==> src/rtl/inst_encode_writer.sv <==
// inst_encode_writer
// Packs RV32I instruction fields plus a full 32-bit immediate into an
// instruction word, buffers legal words in a small FIFO and streams them to an
// instruction-memory write port at consecutive word addresses. Bundles whose
// immediate cannot be represented are still accepted but dropped, and raise
// the sticky err_imm flag.
// Optional build macro: INST_ENC_SHAMT_CHECK_EN enables strict shift-amount
// checking for SLLI/SRLI/SRAI (opcode 0010011, funct3 001/101).
module inst_encode_writer #(
    parameter int                    FIFO_DEPTH = 4,
    parameter int                    ADDR_WIDTH = 32,
    parameter logic [ADDR_WIDTH-1:0] BASE_ADDR  = '0
) (
    input  logic                          clk,
    input  logic                          reset,
    input  logic                          in_valid,
    output logic                          in_ready,
    input  logic [6:0]                    in_opcode,
    input  logic [4:0]                    in_rd,
    input  logic [4:0]                    in_rs1,
    input  logic [4:0]                    in_rs2,
    input  logic [2:0]                    in_funct3,
    input  logic [6:0]                    in_funct7,
    input  logic [31:0]                   in_imm,
    input  logic                          err_clear,
    output logic                          mem_wr_en,
    input  logic                          mem_ready,
    output logic [ADDR_WIDTH-1:0]         mem_addr,
    output logic [31:0]                   mem_wr_data,
    output logic [$clog2(FIFO_DEPTH):0]   fifo_count,
    output logic                          err_imm,
    output logic [15:0]                   words_written
);

    localparam int PTR_W = $clog2(FIFO_DEPTH);
    localparam int CNT_W = PTR_W + 1;

    localparam logic [6:0] OP_IMM    = 7'b0010011;
    localparam logic [6:0] OP_LOAD   = 7'b0000011;
    localparam logic [6:0] OP_JALR   = 7'b1100111;
    localparam logic [6:0] OP_STORE  = 7'b0100011;
    localparam logic [6:0] OP_BRANCH = 7'b1100011;
    localparam logic [6:0] OP_LUI    = 7'b0110111;
    localparam logic [6:0] OP_AUIPC  = 7'b0010111;
    localparam logic [6:0] OP_JAL    = 7'b1101111;
    localparam logic [6:0] OP_REG    = 7'b0110011;

    typedef enum logic {
        W_IDLE  = 1'b0,
        W_WRITE = 1'b1
    } wstate_t;

    wstate_t                 state_q, state_d;
    logic [31:0]             fifoMem_q [FIFO_DEPTH];
    logic [PTR_W-1:0]        wrPtr_q, rdPtr_q;
    logic [CNT_W-1:0]        count_q, count_d;
    logic [ADDR_WIDTH-1:0]   addr_q;
    logic                    err_q;
    logic [15:0]             words_q;

    logic [31:0]             encWord;
    logic                    encLegal;
    logic                    immFits12, immFits13, immFits21;
    logic                    accept, push, pop;

    // Sign-extension checks: the immediate fits when all upper bits match the sign bit
    assign immFits12 = (&in_imm[31:11]) | ~(|in_imm[31:11]);
    assign immFits13 = (&in_imm[31:12]) | ~(|in_imm[31:12]);
    assign immFits21 = (&in_imm[31:20]) | ~(|in_imm[31:20]);

    // Combinational encoder: select the format from the opcode, place the fields and judge legality
    always_comb begin
        encWord  = '0;
        encLegal = 1'b0;
        case (in_opcode)
            OP_IMM, OP_LOAD, OP_JALR: begin
                encWord  = {in_imm[11:0], in_rs1, in_funct3, in_rd, in_opcode};
                encLegal = immFits12;
`ifdef INST_ENC_SHAMT_CHECK_EN
                if (in_opcode == OP_IMM && (in_funct3 == 3'b001 || in_funct3 == 3'b101)) begin
                    encLegal = (in_imm[31:12] == 20'd0) &&
                               ((in_imm[11:5] == 7'b0000000) ||
                                (in_funct3 == 3'b101 && in_imm[11:5] == 7'b0100000));
                end
`endif
            end
            OP_STORE: begin
                encWord  = {in_imm[11:5], in_rs2, in_rs1, in_funct3, in_imm[4:0], in_opcode};
                encLegal = immFits12;
            end
            OP_BRANCH: begin
                encWord  = {in_imm[12], in_imm[10:5], in_rs2, in_rs1, in_funct3,
                            in_imm[4:1], in_imm[11], in_opcode};
                encLegal = immFits13 && !in_imm[0];
            end
            OP_LUI, OP_AUIPC: begin
                encWord  = {in_imm[31:12], in_rd, in_opcode};
                encLegal = (in_imm[11:0] == 12'd0);
            end
            OP_JAL: begin
                encWord  = {in_imm[20], in_imm[10:1], in_imm[11], in_imm[19:12], in_rd, in_opcode};
                encLegal = immFits21 && !in_imm[0];
            end
            OP_REG: begin
                encWord  = {in_funct7, in_rs2, in_rs1, in_funct3, in_rd, in_opcode};
                encLegal = 1'b1;
            end
            default: begin
                encWord  = '0;
                encLegal = 1'b0;
            end
        endcase
    end

    assign in_ready = (count_q < CNT_W'(FIFO_DEPTH));
    assign accept   = in_valid && in_ready;
    assign push     = accept && encLegal;
    assign pop      = (state_q == W_WRITE) && mem_ready;

    // Occupancy next-state: simultaneous push and pop leave the count unchanged
    always_comb begin
        count_d = count_q;
        case ({push, pop})
            2'b10:   count_d = count_q + CNT_W'(1);
            2'b01:   count_d = count_q - CNT_W'(1);
            default: count_d = count_q;
        endcase
    end

    // Writer FSM next-state and write-port outputs; a push this edge makes the word visible next cycle
    always_comb begin
        state_d     = state_q;
        mem_wr_en   = 1'b0;
        mem_wr_data = '0;
        case (state_q)
            W_IDLE: begin
                if (count_d != '0) state_d = W_WRITE;
            end
            W_WRITE: begin
                mem_wr_en   = 1'b1;
                mem_wr_data = fifoMem_q[rdPtr_q];
                if (count_d == '0) state_d = W_IDLE;
            end
            default: state_d = W_IDLE;
        endcase
    end

    // FIFO storage; pointers are reset separately so the data array needs no reset
    always_ff @(posedge clk) begin
        if (push) fifoMem_q[wrPtr_q] <= encWord;
    end

    // Control state, pointers, address, counters and sticky error flag
    always_ff @(posedge clk) begin
        if (!reset) begin
            state_q <= W_IDLE;
            wrPtr_q <= '0;
            rdPtr_q <= '0;
            count_q <= '0;
            addr_q  <= BASE_ADDR;
            err_q   <= 1'b0;
            words_q <= '0;
        end else begin
            state_q <= state_d;
            count_q <= count_d;
            if (push) wrPtr_q <= wrPtr_q + PTR_W'(1);
            if (pop) begin
                rdPtr_q <= rdPtr_q + PTR_W'(1);
                addr_q  <= addr_q + ADDR_WIDTH'(4);
                words_q <= words_q + 16'd1;
            end
            if (accept && !encLegal) err_q <= 1'b1;
            else if (err_clear)      err_q <= 1'b0;
        end
    end

    assign mem_addr      = addr_q;
    assign fifo_count    = count_q;
    assign err_imm       = err_q;
    assign words_written = words_q;

endmodule

==> config.mk <==
export PLATFORM = sky130hd
export DESIGN_NAME = inst_encode_writer
export DESIGN_NICKNAME = d
export VERILOG_FILES = /design/src/rtl/inst_encode_writer.sv
export SDC_FILE = /design/constraint.sdc
export NUM_CORES = 1
export LEC_CHECK = 0
export BUFFER_PORTS_ARGS = -buffer_cell sky130_fd_sc_hd__buf_2
export CAP_MARGIN = 0
export CELL_PAD_IN_SITES_DETAIL_PLACEMENT = 1
export CELL_PAD_IN_SITES_GLOBAL_PLACEMENT = 1
export CORE_ASPECT_RATIO = 2
export CORE_UTILIZATION = 40
export CTS_CLUSTER_DIAMETER = 200
export CTS_CLUSTER_SIZE = 10
export DETAILED_ROUTE_END_ITERATION = 8
export PLACE_DENSITY = 0.79
export REMOVE_ABC_BUFFERS = 1
export SLEW_MARGIN = 20
export SYNTH_ARGS = -nofsm -noshare
export SYNTH_HDL_FRONTEND = slang
export SYNTH_SLANG_ARGS = --single-unit
==> constraint.sdc <==
create_clock -name clk -period 3.2 [get_ports clk]
set_clock_uncertainty 0.2 [all_clocks]
set_input_delay 0.8 -clock clk [delete_from_list [all_inputs] [get_ports clk]]
set_output_delay 0.8 -clock clk [all_outputs]
set_load 0.1 [all_outputs]
# After elaboration in Yosys (flattened, before gate mapping)

Memory sizes are Yosys's and may differ from the RTL's. A register that Yosys moved wholly into a read port is not among the register bits.
Index checks and enable logic that the tools add are counted.
W data, S select, Z words.

Memory bits (writable): 128
Logic and storage cells: 68
Bits of input ports: 69
Memories: 1
Register bits: 57
Output and inout bits: 86
Bits in latches: 0
ROM bits: 0

Memory list:

| name      | depth | bits a word | read ports | clocked after Yosys merged registers in | write ports | RTL line | text |
|---|---|---|---|---|---|---|---|
| fifoMem_q | 4     | 32          | 1          | 1                                       | 1           | 54       | `logic [31:0] fifoMem_q [FIFO_DEPTH];` |

Divide/modulo/power cells: 0
Mux-type cells: 14
$mul: 0
Add/sub/neg operators: 6
$lt $le $gt $ge: 1
Shift-type cells: 0
Bitwise logic cells: 7
Equal/unequal tests: 11
Reductions and logical operators: 21

Operators by type and width:

| operator                | number |
|---|---|
| $pmux W32 S6            | 1 |
| $add A32 B3 Y32 const B | 1 |
| $mux W32                | 1 |
| $eq A7 B6 Y1 const B    | 3 |
| $eq A7 B7 Y1 const B    | 3 |
| $reduce_and A21 Y1      | 1 |
| $reduce_or A21 Y1       | 1 |
| $reduce_and A20 Y1      | 1 |
| $reduce_or A20 Y1       | 1 |
| $add A16 B1 Y16 const B | 1 |
| $eq A7 B5 Y1 const B    | 2 |
| $logic_not A12 Y1       | 1 |
| $reduce_and A12 Y1      | 1 |
| $reduce_or A12 Y1       | 1 |
| $eq A7 B2 Y1 const B    | 1 |
| $mux W1                 | 7 |
| $logic_and A1 B1 Y1     | 6 |
| $pmux W3 S2             | 1 |
| $pmux W1 S5             | 1 |
| $add A2 B1 Y2 const B   | 2 |
| $mux W2                 | 2 |
| $not A1 Y1              | 4 |
| $reduce_or A4 Y1        | 1 |
| $add A3 B1 Y3 const B   | 1 |
| other kinds (12)        | 15 |

# Longest topological paths before layout

Gate-level depths: netlist of the first run.

Depth in word-level cells: 11
Gate-level depth with buffers: 15
Depth with buffers taken out: 13

# Worst setup path before layout of the first run

No wires, ideal clock.

Path kind: reg2reg
Start: register count_q[2] (netlist: fifo_count[2])
End: register state_q
Setup time: 0.130 ns
Arrival time: 3.172 ns
Stages on the path, launching flop included: 12
Clock period less this slack: 3.502 ns
Buffers on the path: 0
Data required time: 2.870 ns
Setup slack: -0.302 ns
Cells stage by stage: dfxtp_1 -> inv_1 -> nand2_1 -> a21oi_2 -> inv_1 -> ha_1 -> inv_1 -> fa_1 -> xor2_1 -> nor2_1 -> xnor2_1 -> a31oi_1

Cells in the longest elaborated chain, start to end: 8
Elaborated cells between the ends (all ways): 13
Those cells by class: 2 x add/sub; 1 x order compare; 2 x eq/ne; 4 x mux; 4 x reduce/logical

RTL lines:

| element                                                       | RTL line | text |
|---|---|---|
| start, declared                                               | 56       | `logic [CNT_W-1:0] count_q, count_d;` |
| start signal, assigned                                        | 165      | `count_q <= count_d;` |
| $lt A3 B3 Y1 *                                                | 115      | `assign in_ready = (count_q < CNT_W'(FIFO_DEPTH));` |
| named net in_ready                                            | 17       | `output logic in_ready,` |
| $logic_and A1 B1 Y1 *                                         | 116      | `assign accept = in_valid && in_ready;` |
| $logic_and A1 B1 Y1 *                                         | 117      | `assign push = accept && encLegal;` |
| $eq A2 B1 Y1 / $eq A2 B2 Y1 (equally long branches)           | 123      | `case ({push, pop})` |
| $pmux W3 S2 *                                                 | 123      |  |
| $logic_not A3 Y1 / $reduce_bool A3 Y1 (equally long branches) | 142, 137 |  |
| $mux W1, on equally long branches                             | 142, 137 |  |
| $pmux W1 S2 *                                                 | 135      | `case (state_q)` |
| end signal, assigned                                          | 164      | `state_q <= state_d;` |
| end, declared                                                 | 53       | `wstate_t state_q, state_d;` |

The timed path passes the listed nets; every way through them passes the cells marked *.
A chain may end at the register's enable or synchronous reset.

# Final worst setup path of the first run

Start: input in_imm[14]
End: register state_q

Cells in the longest elaborated chain, start to end: 11
Elaborated cells between the ends (all ways): 19
Those cells by class: 2 x eq/ne; 5 x mux; 4 x bitwise; 8 x reduce/logical

RTL lines:

| element                                                       | RTL line | text |
|---|---|---|
| start, declared                                               | 24       | `input logic [31:0] in_imm,` |
| $reduce_or A20 Y1                                             | 68       | `assign immFits13 = (&in_imm[31:12]) \| ~(\|in_imm[31:12]);` |
| $not A1 Y1                                                    | 68       |  |
| $or A1 B1 Y1                                                  | 68       |  |
| $logic_and A1 B1 Y1                                           | 94       | `encLegal = immFits13 && !in_imm[0];` |
| $pmux W1 S5 *                                                 | 75       | `case (in_opcode)` |
| $logic_and A1 B1 Y1 *                                         | 117      |  |
| $eq A2 B1 Y1 / $eq A2 B2 Y1 (equally long branches)           | 123      |  |
| $pmux W3 S2 *                                                 | 123      |  |
| $logic_not A3 Y1 / $reduce_bool A3 Y1 (equally long branches) | 142, 137 |  |
| $mux W1, on equally long branches                             | 142, 137 |  |
| $pmux W1 S2 *                                                 | 135      |  |

Mark *: on every way between the ends. The rest lies on a longest branch, timed or not.

==> impl_metrics.tcl, run 1 <==
set metrics [dict create \
    final_min_period_over_clock_period 0.979 \
    layout_min_cycle_time_ns 3.13 \
    worst_hold_slack_ns 0.291 \
    max_cap_viol_count 0 \
    worst_r2r_endpoint "mem_addr[25]" \
    cp.required_ns 3.28 \
    run_status "complete, no violations" \
    hold_path_class "register to register" \
    drt-initial-drc-count 214 \
    ys_types 54 \
    final_nets 896 \
    postSynthCellCount 604 \
    share_of_total_power_in_sequential_cells 0.484 \
    totalWireLength_um 23900 \
    maximum_number_of_pins_on_one_net_before_global_route_repair 54 \
    worstMarginPinSlew_ns 0.901 \
    crit_path_cell_trace "buf_6, or4_4, nor3_2, a22oi_2, o21a_1, a21oi_2, inv_1, ha_4, inv_2, fa_2, xor2_1, nor2_1, xnor2_1, a31oi_1" \
    timing.critical_path.slowest_cell_delay_ns 0.55 \
    final_hold_viol_count 0 \
    num_rows 73 \
    dp.final_hpwl_um 17500 \
    max_freq_mhz 319 \
    yosys-top-cells-area "sky130_fd_sc_hd__edfxtp_1 (48%), sky130_fd_sc_hd__dfxtp_1 (14%), sky130_fd_sc_hd__mux4_2 (8.9%)" \
    crit_path_start "in_imm[14]" \
    number_of_enable_type_register_cells_in_the_synthesized_netlist 128 \
    register_bit_total_from_synthesis 185 \
    sum_of_negative_setup_slack_ns 0 \
    min_delay_worst_endpoint "err_imm" \
    synth.cell_area_um2 8080 \
    post-cts-setup-buffers 0 \
    power_frac_clock 0.380 \
    gp_congestion 0.865 \
    max_slew_headroom_at_the_worst_pin 0.399 \
    layout.filler_cells 2037 \
    ys.warnings.count 0 \
    core-area_um2 19800 \
    critical_path_arrival_ns 3.22 \
    antenna_found_initial 0 \
    power.switching_w 0.00139 \
    dr_total_vias 5988 \
    switching_share 0.264 \
    num_antenna_cells 0 \
    grt_first_pass_wirelength_um 36300 \
    route.antenna.remaining_nets 0 \
    timing.critical_path.to_type "register" \
    clkLatencyLatePin_ns 0.44 \
    clock-root-buffer "sky130_fd_sc_hd__clkbuf_16" \
    power.combinational.fraction 0.135 \
    cts.reportedPaths.clkPinSlew_ns 0.07 \
    async_reset_ff_frac 0 \
    syn2layout_area_growth_pct 33.2 \
    crit_path_max_fanout 2 \
    portBuffers 152 \
    timing.hold.worst_path_depth 2 \
    crit_slowest_cell "sky130_fd_sc_hd__or4_4" \
    boundary_pins 155 \
    path_class "primary input to register" \
    worstSetupStartpointType "primary input" \
    r2r_cells 6 \
    cts_tree "built" \
    avgRoutedWirePerCell_um 21.8 \
    numCtsBuffers 17 \
    worstReg2RegStart "mem_addr[6]" \
    h-tree-depth 4 \
    grt_overflow 0 \
    p_int_w 0.00388 \
    dieArea_um2 20800 \
    syn_avg_cell_area_um2 13.4 \
    first_global_vias 6620 \
    final_max_slew_viol_count 0 \
    reg2reg_slack_ns 0.92 \
    drt_first_pass_iters 6 \
    synth_sequential_area_ratio 0.617 \
    cellPowerDensity_nw_per_um2 490 \
    peakVddDrop_mv 0.289 \
    drt-vias-per-instance 5.47 \
    share_of_final_layout_standard_cells_stronger_than_drive_strength_1 0.374 \
    die_outline_width_um 103 \
    yosys.area.top_type "sky130_fd_sc_hd__edfxtp_1" \
    ctsLongestPathBuffers 2 \
    synth_top_flop_cell "sky130_fd_sc_hd__edfxtp_1" \
    remaining_drc_errors 0 \
    static-leakage-power_nw 4.03 \
    clock_sinks 185 \
    die_span_y_um 203 \
    global_route.usage.total 0.239 \
    final-setup-viol-count 0 \
    cts-hold-fix-buffers 0 \
    rsz0062_at_grt "true" \
    hold_path.startpoint "err_imm" \
    synth.top_cell.area_share 0.476 \
    floorplan.initialDensity 0.408 \
]
final cells by class:
class | instances | area [um2] | area share
Clock inverter | 14 | 124 | 0.0115
Sequential cell | 185 | 4990 | 0.463
Multi-Input combinational cell | 370 | 2930 | 0.273
Inverter | 24 | 90.1 | 0.00837
Timing Repair Buffer | 221 | 1870 | 0.174
Clock buffer | 18 | 429 | 0.0399
Tap cell | 262 | 328 | 0.0305
synth_stat cells, types with 2 or more instances:
master,n
sky130_fd_sc_hd__nor2_1,53
sky130_fd_sc_hd__ha_1,7
sky130_fd_sc_hd__nor2b_1,3
sky130_fd_sc_hd__buf_1,2
sky130_fd_sc_hd__or3_1,12
sky130_fd_sc_hd__mux4_2,32
sky130_fd_sc_hd__a22o_1,14
sky130_fd_sc_hd__and4_1,5
sky130_fd_sc_hd__xor2_1,28
sky130_fd_sc_hd__inv_2,2
sky130_fd_sc_hd__and3_1,10
sky130_fd_sc_hd__and2_1,38
sky130_fd_sc_hd__a21oi_2,3
sky130_fd_sc_hd__nand4_1,14
sky130_fd_sc_hd__a22oi_1,3
sky130_fd_sc_hd__a222oi_1,10
sky130_fd_sc_hd__nor4_1,6
sky130_fd_sc_hd__nand2b_1,3
sky130_fd_sc_hd__a211oi_1,3
sky130_fd_sc_hd__clkbuf_1,12
sky130_fd_sc_hd__inv_1,22
sky130_fd_sc_hd__or4_1,3
sky130_fd_sc_hd__a211o_1,4
sky130_fd_sc_hd__buf_4,5
sky130_fd_sc_hd__or2_2,4
sky130_fd_sc_hd__nand3_1,18
sky130_fd_sc_hd__a221o_1,2
sky130_fd_sc_hd__nor3_1,9
sky130_fd_sc_hd__xnor2_1,15
sky130_fd_sc_hd__dfxtp_1,57
sky130_fd_sc_hd__o21ai_0,7
sky130_fd_sc_hd__a21oi_1,13
sky130_fd_sc_hd__nor3_2,2
sky130_fd_sc_hd__buf_2,7
sky130_fd_sc_hd__nand2_1,30
sky130_fd_sc_hd__edfxtp_1,128
power by group through the flow:
stage / clock network, W / registers (W) / logic, W
finish: 0.00201 / 0.00255 / 0.000713
global route: 0.00212 / 0.00255 / 0.000739
CTS: 0.00205 / 0.00255 / 0.000712
detailed placement: 0 / 0.00261 / 0.000708
global placement: 0 / 0.00261 / 0.000686
floorplan: 0 / 0.00266 / 0.000347
placed cells by master, fill, tap and decap left out, types with 5 or more instances in the layout:
cell type / synthesis / final
sky130_fd_sc_hd__nand3_1: 18 / 18
sky130_fd_sc_hd__and4_1: 5 / 5
sky130_fd_sc_hd__nor2_1: 53 / 52
sky130_fd_sc_hd__and3_1: 10 / 9
sky130_fd_sc_hd__xor2_1: 28 / 28
sky130_fd_sc_hd__and2_1: 38 / 38
sky130_fd_sc_hd__or3_1: 12 / 12
sky130_fd_sc_hd__a22o_1: 14 / 14
sky130_fd_sc_hd__buf_2: 7 / 118
sky130_fd_sc_hd__o21ai_0: 7 / 7
sky130_fd_sc_hd__ha_1: 7 / 6
sky130_fd_sc_hd__clkbuf_16: 0 / 17
sky130_fd_sc_hd__buf_12: 0 / 40
sky130_fd_sc_hd__nor4_1: 6 / 5
sky130_fd_sc_hd__nand4_1: 14 / 14
sky130_fd_sc_hd__dfxtp_1: 57 / 56
sky130_fd_sc_hd__nand2_1: 30 / 30
sky130_fd_sc_hd__nor3_1: 9 / 7
sky130_fd_sc_hd__edfxtp_1: 128 / 128
sky130_fd_sc_hd__a222oi_1: 10 / 10
sky130_fd_sc_hd__inv_1: 22 / 21
sky130_fd_sc_hd__mux4_2: 32 / 32
sky130_fd_sc_hd__xnor2_1: 15 / 15
sky130_fd_sc_hd__a21oi_1: 13 / 13
sky130_fd_sc_hd__buf_4: 5 / 61
sequential cells by signal, summed over array words and instances, names as in the netlist, named ones only:
| signal | cells |
|---|---|
| rdPtr_q | 2 |
| state_q | 1 |
| words_written | 16 |
| wrPtr_q | 2 |
| fifo_count | 3 |
| fifoMem_q | 128 |
| err_imm | 1 |
| mem_addr | 30 |
critical path: cells and delay by family:
kind                     cells  cell delay [ns]
AO/OA/AOI/OAI                4             0.61
AND/OR/NAND/NOR              3             0.83
XOR/XNOR                     2             0.38
adder cells (fa/ha/maj)      2             0.36
buffers and inverters        3             0.24
metal layers:
metal  track usage  wire, um  vias to the layer above
met3        0.0461      1080                       46
met1         0.230      8170                     3025
li1              -         -                     2694
met2         0.461     13700                      223
met5             0         0                        -
met4         0.116       874                        0
through the flow:
stage           util  total power [W]  setup slack, ns  area [um2]  std cells
2_1_floorplan      -          0.00300           -0.432        7960        579
3_3_place_gp   0.512          0.00329           -0.378       10100       1062
3_5_place_dp   0.512          0.00331           -0.553       10100       1062
4_1_cts        0.541          0.00532          0.00359       10700       1094
5_1_grt        0.543          0.00541          -0.0291       10800       1094
6_report       0.543          0.00527           0.0678       10800       1094
cell families (layout without fill, tap and decap cells):
| group | count (synthesis) | in the layout | synth area share |
|---|---|---|---|
| simple gates | 216 | 216 | 0.142 |
| xor+xnor | 43 | 43 | 0.0466 |
| fa+ha+maj | 8 | 8 | 0.0133 |
| mux | 33 | 33 | 0.0906 |
| other cells | 1 | 2 | 0.000464 |
| flops | 185 | 185 | 0.617 |
| buf+inv | 50 | 277 | 0.0266 |
| compound gates | 68 | 68 | 0.0636 |
how the worst max path moves through the flow:
| stage | end | slack (ns) |
|---|---|---|
| 6_report | state_q | 0.07 |
| 5_1_grt | state_q | -0.03 |
| 4_1_cts | state_q | 0.004 |
| 3_5_place_dp | state_q | -0.55 |
| 3_3_place_gp | state_q | -0.38 |
| 2_1_floorplan | mem_wr_data[0] | -0.43 |
what timing repair did:
| action | 4_1_cts | 5_1_grt |
|---|---|---|
| hold endpoints to repair | 0 | 0 |
| pin swaps | 5 | 12 |
| endpoints found under the setup margin | 2 | 2 |
| gates resized for setup | 3 | 11 |
Note: power is estimated with default switching activity, not from simulation.
==> inputs of run 2 (changes only) <==
--- a/config.mk
+++ b/config.mk
@@ -15,7 +15,6 @@
 export CTS_CLUSTER_SIZE = 10
 export DETAILED_ROUTE_END_ITERATION = 8
 export PLACE_DENSITY = 0.79
-export REMOVE_ABC_BUFFERS = 1
 export SLEW_MARGIN = 20
 export SYNTH_ARGS = -nofsm -noshare
 export SYNTH_HDL_FRONTEND = slang
==> constraint.sdc (replaced) <==
create_clock -name clk -period 3.2 [get_ports clk]
set_clock_uncertainty 0.2 [all_clocks]
set_input_delay 0.48 -clock clk [delete_from_list [all_inputs] [get_ports clk]]
set_output_delay 0.48 -clock clk [all_outputs]
set_load 0.1 [all_outputs]
==> run 2 against run 1 <==
  * Sequential power barely moved
  * Maximum frequency is 4.7% higher
  * Power shrank 1.8%
  * Global-route usage fell by 1.4 points
  * Critical path type unchanged
  * Largest cell class unchanged
  * Largest power group unchanged
==> impl_metrics.tcl, run 2 (synthesized netlist as in run 1, its figures left out) <==
set metrics [dict create \
    clkLatencyLatePin_ns 0.43 \
    dr_total_vias 5786 \
    avgRoutedWirePerCell_um 21.1 \
    clock_sinks 185 \
    highest_count_cells_in_the_layout_ignoring_fill_and_taps "sky130_fd_sc_hd__buf_2 (152), sky130_fd_sc_hd__edfxtp_1 (128), sky130_fd_sc_hd__dfxtp_1 (55)" \
    crit_path_cell_trace "buf_2, or4_1, nor3_1, a22oi_1, o21a_1, a21oi_2, inv_1, ha_1, inv_1, fa_1, xor2_1, nor2_1, xnor2_1, a31oi_1" \
    r2r_cells 9 \
    rsz0062_at_grt "false" \
    worst_hold_slack_ns 0.113 \
    critical_path_endpoint "state_q" \
    first_global_vias 6286 \
    static-leakage-power_nw 3.73 \
    final_min_period_over_clock_period 0.935 \
    max_freq_mhz 334 \
    crit_path_max_fanout 5 \
    timing.hold.worst_path_depth 3 \
    regMostFlops "fifoMem_q" \
    num_rows 73 \
    critical_path_arrival_ns 3.07 \
    cts.reportedPaths.clkPinSlew_ns 0.07 \
    portBuffers 152 \
    run_status "complete, no violations" \
    final_max_slew_viol_count 0 \
    postLayoutSetupSlackWorst_ns 0.209 \
    drt-vias-per-instance 5.51 \
    boundary_pins 155 \
    grt_overflow 0 \
    drt_first_pass_iters 5 \
    hold_path_class "primary input to register" \
    layout_commonest_cell "sky130_fd_sc_hd__buf_2" \
    antenna_found_initial 4 \
    critical-path-top-delay-family "simple AND/OR/NAND/NOR gates" \
    core-area_um2 19800 \
    max_slew_headroom_at_the_worst_pin 0.396 \
    gp_congestion 0.856 \
    crit_path_start "in_imm[19]" \
    crit_top_cell "sky130_fd_sc_hd__inv_1" \
    syn2layout_area_growth_pct 22.2 \
    largest_register_ff_count 128 \
    maximum_number_of_pins_on_one_net_before_global_route_repair 54 \
    grt_first_pass_wirelength_um 34000 \
    worst_r2r_endpoint "state_q" \
    postCtsResizedCells 0 \
    share_of_final_layout_standard_cells_stronger_than_drive_strength_1 0.327 \
    global_route.usage.total 0.225 \
    reg2reg_slack_ns 0.76 \
    cts-hold-fix-buffers 0 \
    remaining_drc_errors 0 \
    worstReg2RegStart "state_q" \
    route.antenna.remaining_nets 0 \
    dieArea_um2 20800 \
    dp_worst_setup_slack_ns -0.255 \
    worstSetupStartpointType "primary input" \
    post-cts-setup-buffers 0 \
    cellPowerDensity_nw_per_um2 524 \
    numCtsBuffers 17 \
    peakVddDrop_mv 0.342 \
    dp.final_hpwl_um 16200 \
    path_class "primary input to register" \
    crit_slowest_cell "sky130_fd_sc_hd__or4_1" \
    ctsLongestPathBuffers 2 \
    timing.critical_path.slowest_cell_delay_ns 0.55 \
    max_cap_viol_count 0 \
    worst-path-stages 14 \
    floorplan.initialDensity 0.408 \
    die_outline_width_um 103 \
    die_span_y_um 203 \
    placedCellCount 1017 \
    layout_min_cycle_time_ns 2.99 \
    drt-initial-drc-count 192 \
    clock-root-buffer "sky130_fd_sc_hd__clkbuf_16" \
    timing.critical_path.to_type "register" \
    worstMarginPinSlew_ns 0.904 \
    final-setup-viol-count 0 \
    cts_tree "built" \
    cp_num_buf_inv 3 \
    final_nets 851 \
    finalNonFillerCells 1050 \
    final_hold_viol_count 0 \
    cp.required_ns 3.28 \
    totalWireLength_um 22200 \
    h-tree-depth 4 \
]
## run 2: cell count changes in the layout (fill, tap and decap cells not counted), sizes merged
| cell | change |
|---|---|
| clkinv | +1 |
| inv | +4 |
| clkbuf | -1 |
| diode | +1 |
| buf | -45 |
| clkinvlp | -4 |
## run 2: worst min-delay path, delay by kind of cell
family	cells	cell delay, ns
simple gates	1	0.09
buf+inv	1	0.08
compound gates	1	0.05
## run 2: final cells by class
| class | count | area (um2) |
|---|---|---|
| fill | 2101 | 9940 |
| sequential | 185 | 4990 |
| multi-input combinational | 370 | 2890 |
| timing repair buffer | 176 | 1000 |
| clock buffer | 17 | 425 |
| tap | 262 | 328 |
| clock inverter | 15 | 155 |
| inverter | 24 | 90.1 |
| antenna | 1 | 2.50 |
## run 2: power by group
group          total [W]  internal, W  switching [W]
logic           0.000559     0.000136       0.000424
clock network    0.00207      0.00110       0.000963
registers        0.00255      0.00254     0.00000805
## run 2: worst min-delay path by stage
stage                     startpoint           end  slack, ns
after floorplan           rdPtr_q[1]      register       0.28
after global placement       err_imm       err_imm       0.26
after detailed placement     err_imm       err_imm       0.26
after CTS                  err_clear       err_imm       0.08
after global routing           reset  mem_addr[23]       0.12
final                      err_clear       err_imm       0.11
## run 2: layer usage
layer / share of wire / track usage / vias to the layer above / wire length, um
met5: 0.0018 / 0 / - / 41
met4: 0.036 / 0.118 / 6 / 800
met2: 0.55 / 0.422 / 227 / 12200
met3: 0.060 / 0.0565 / 49 / 1330
met1: 0.35 / 0.215 / 2897 / 7770
li1: - / - / 2607 / -
## run 2: through the flow
step            util  TNS [ns]  instance area (um2)  power (W)
2_1_floorplan      -         0                 8090    0.00301
3_3_place_gp   0.469   -0.0280                 9300    0.00315
3_5_place_dp   0.469    -0.476                 9300    0.00316
4_1_cts        0.498         0                 9880    0.00524
5_1_grt        0.498         0                 9880    0.00532
6_report       0.498         0                 9880    0.00518
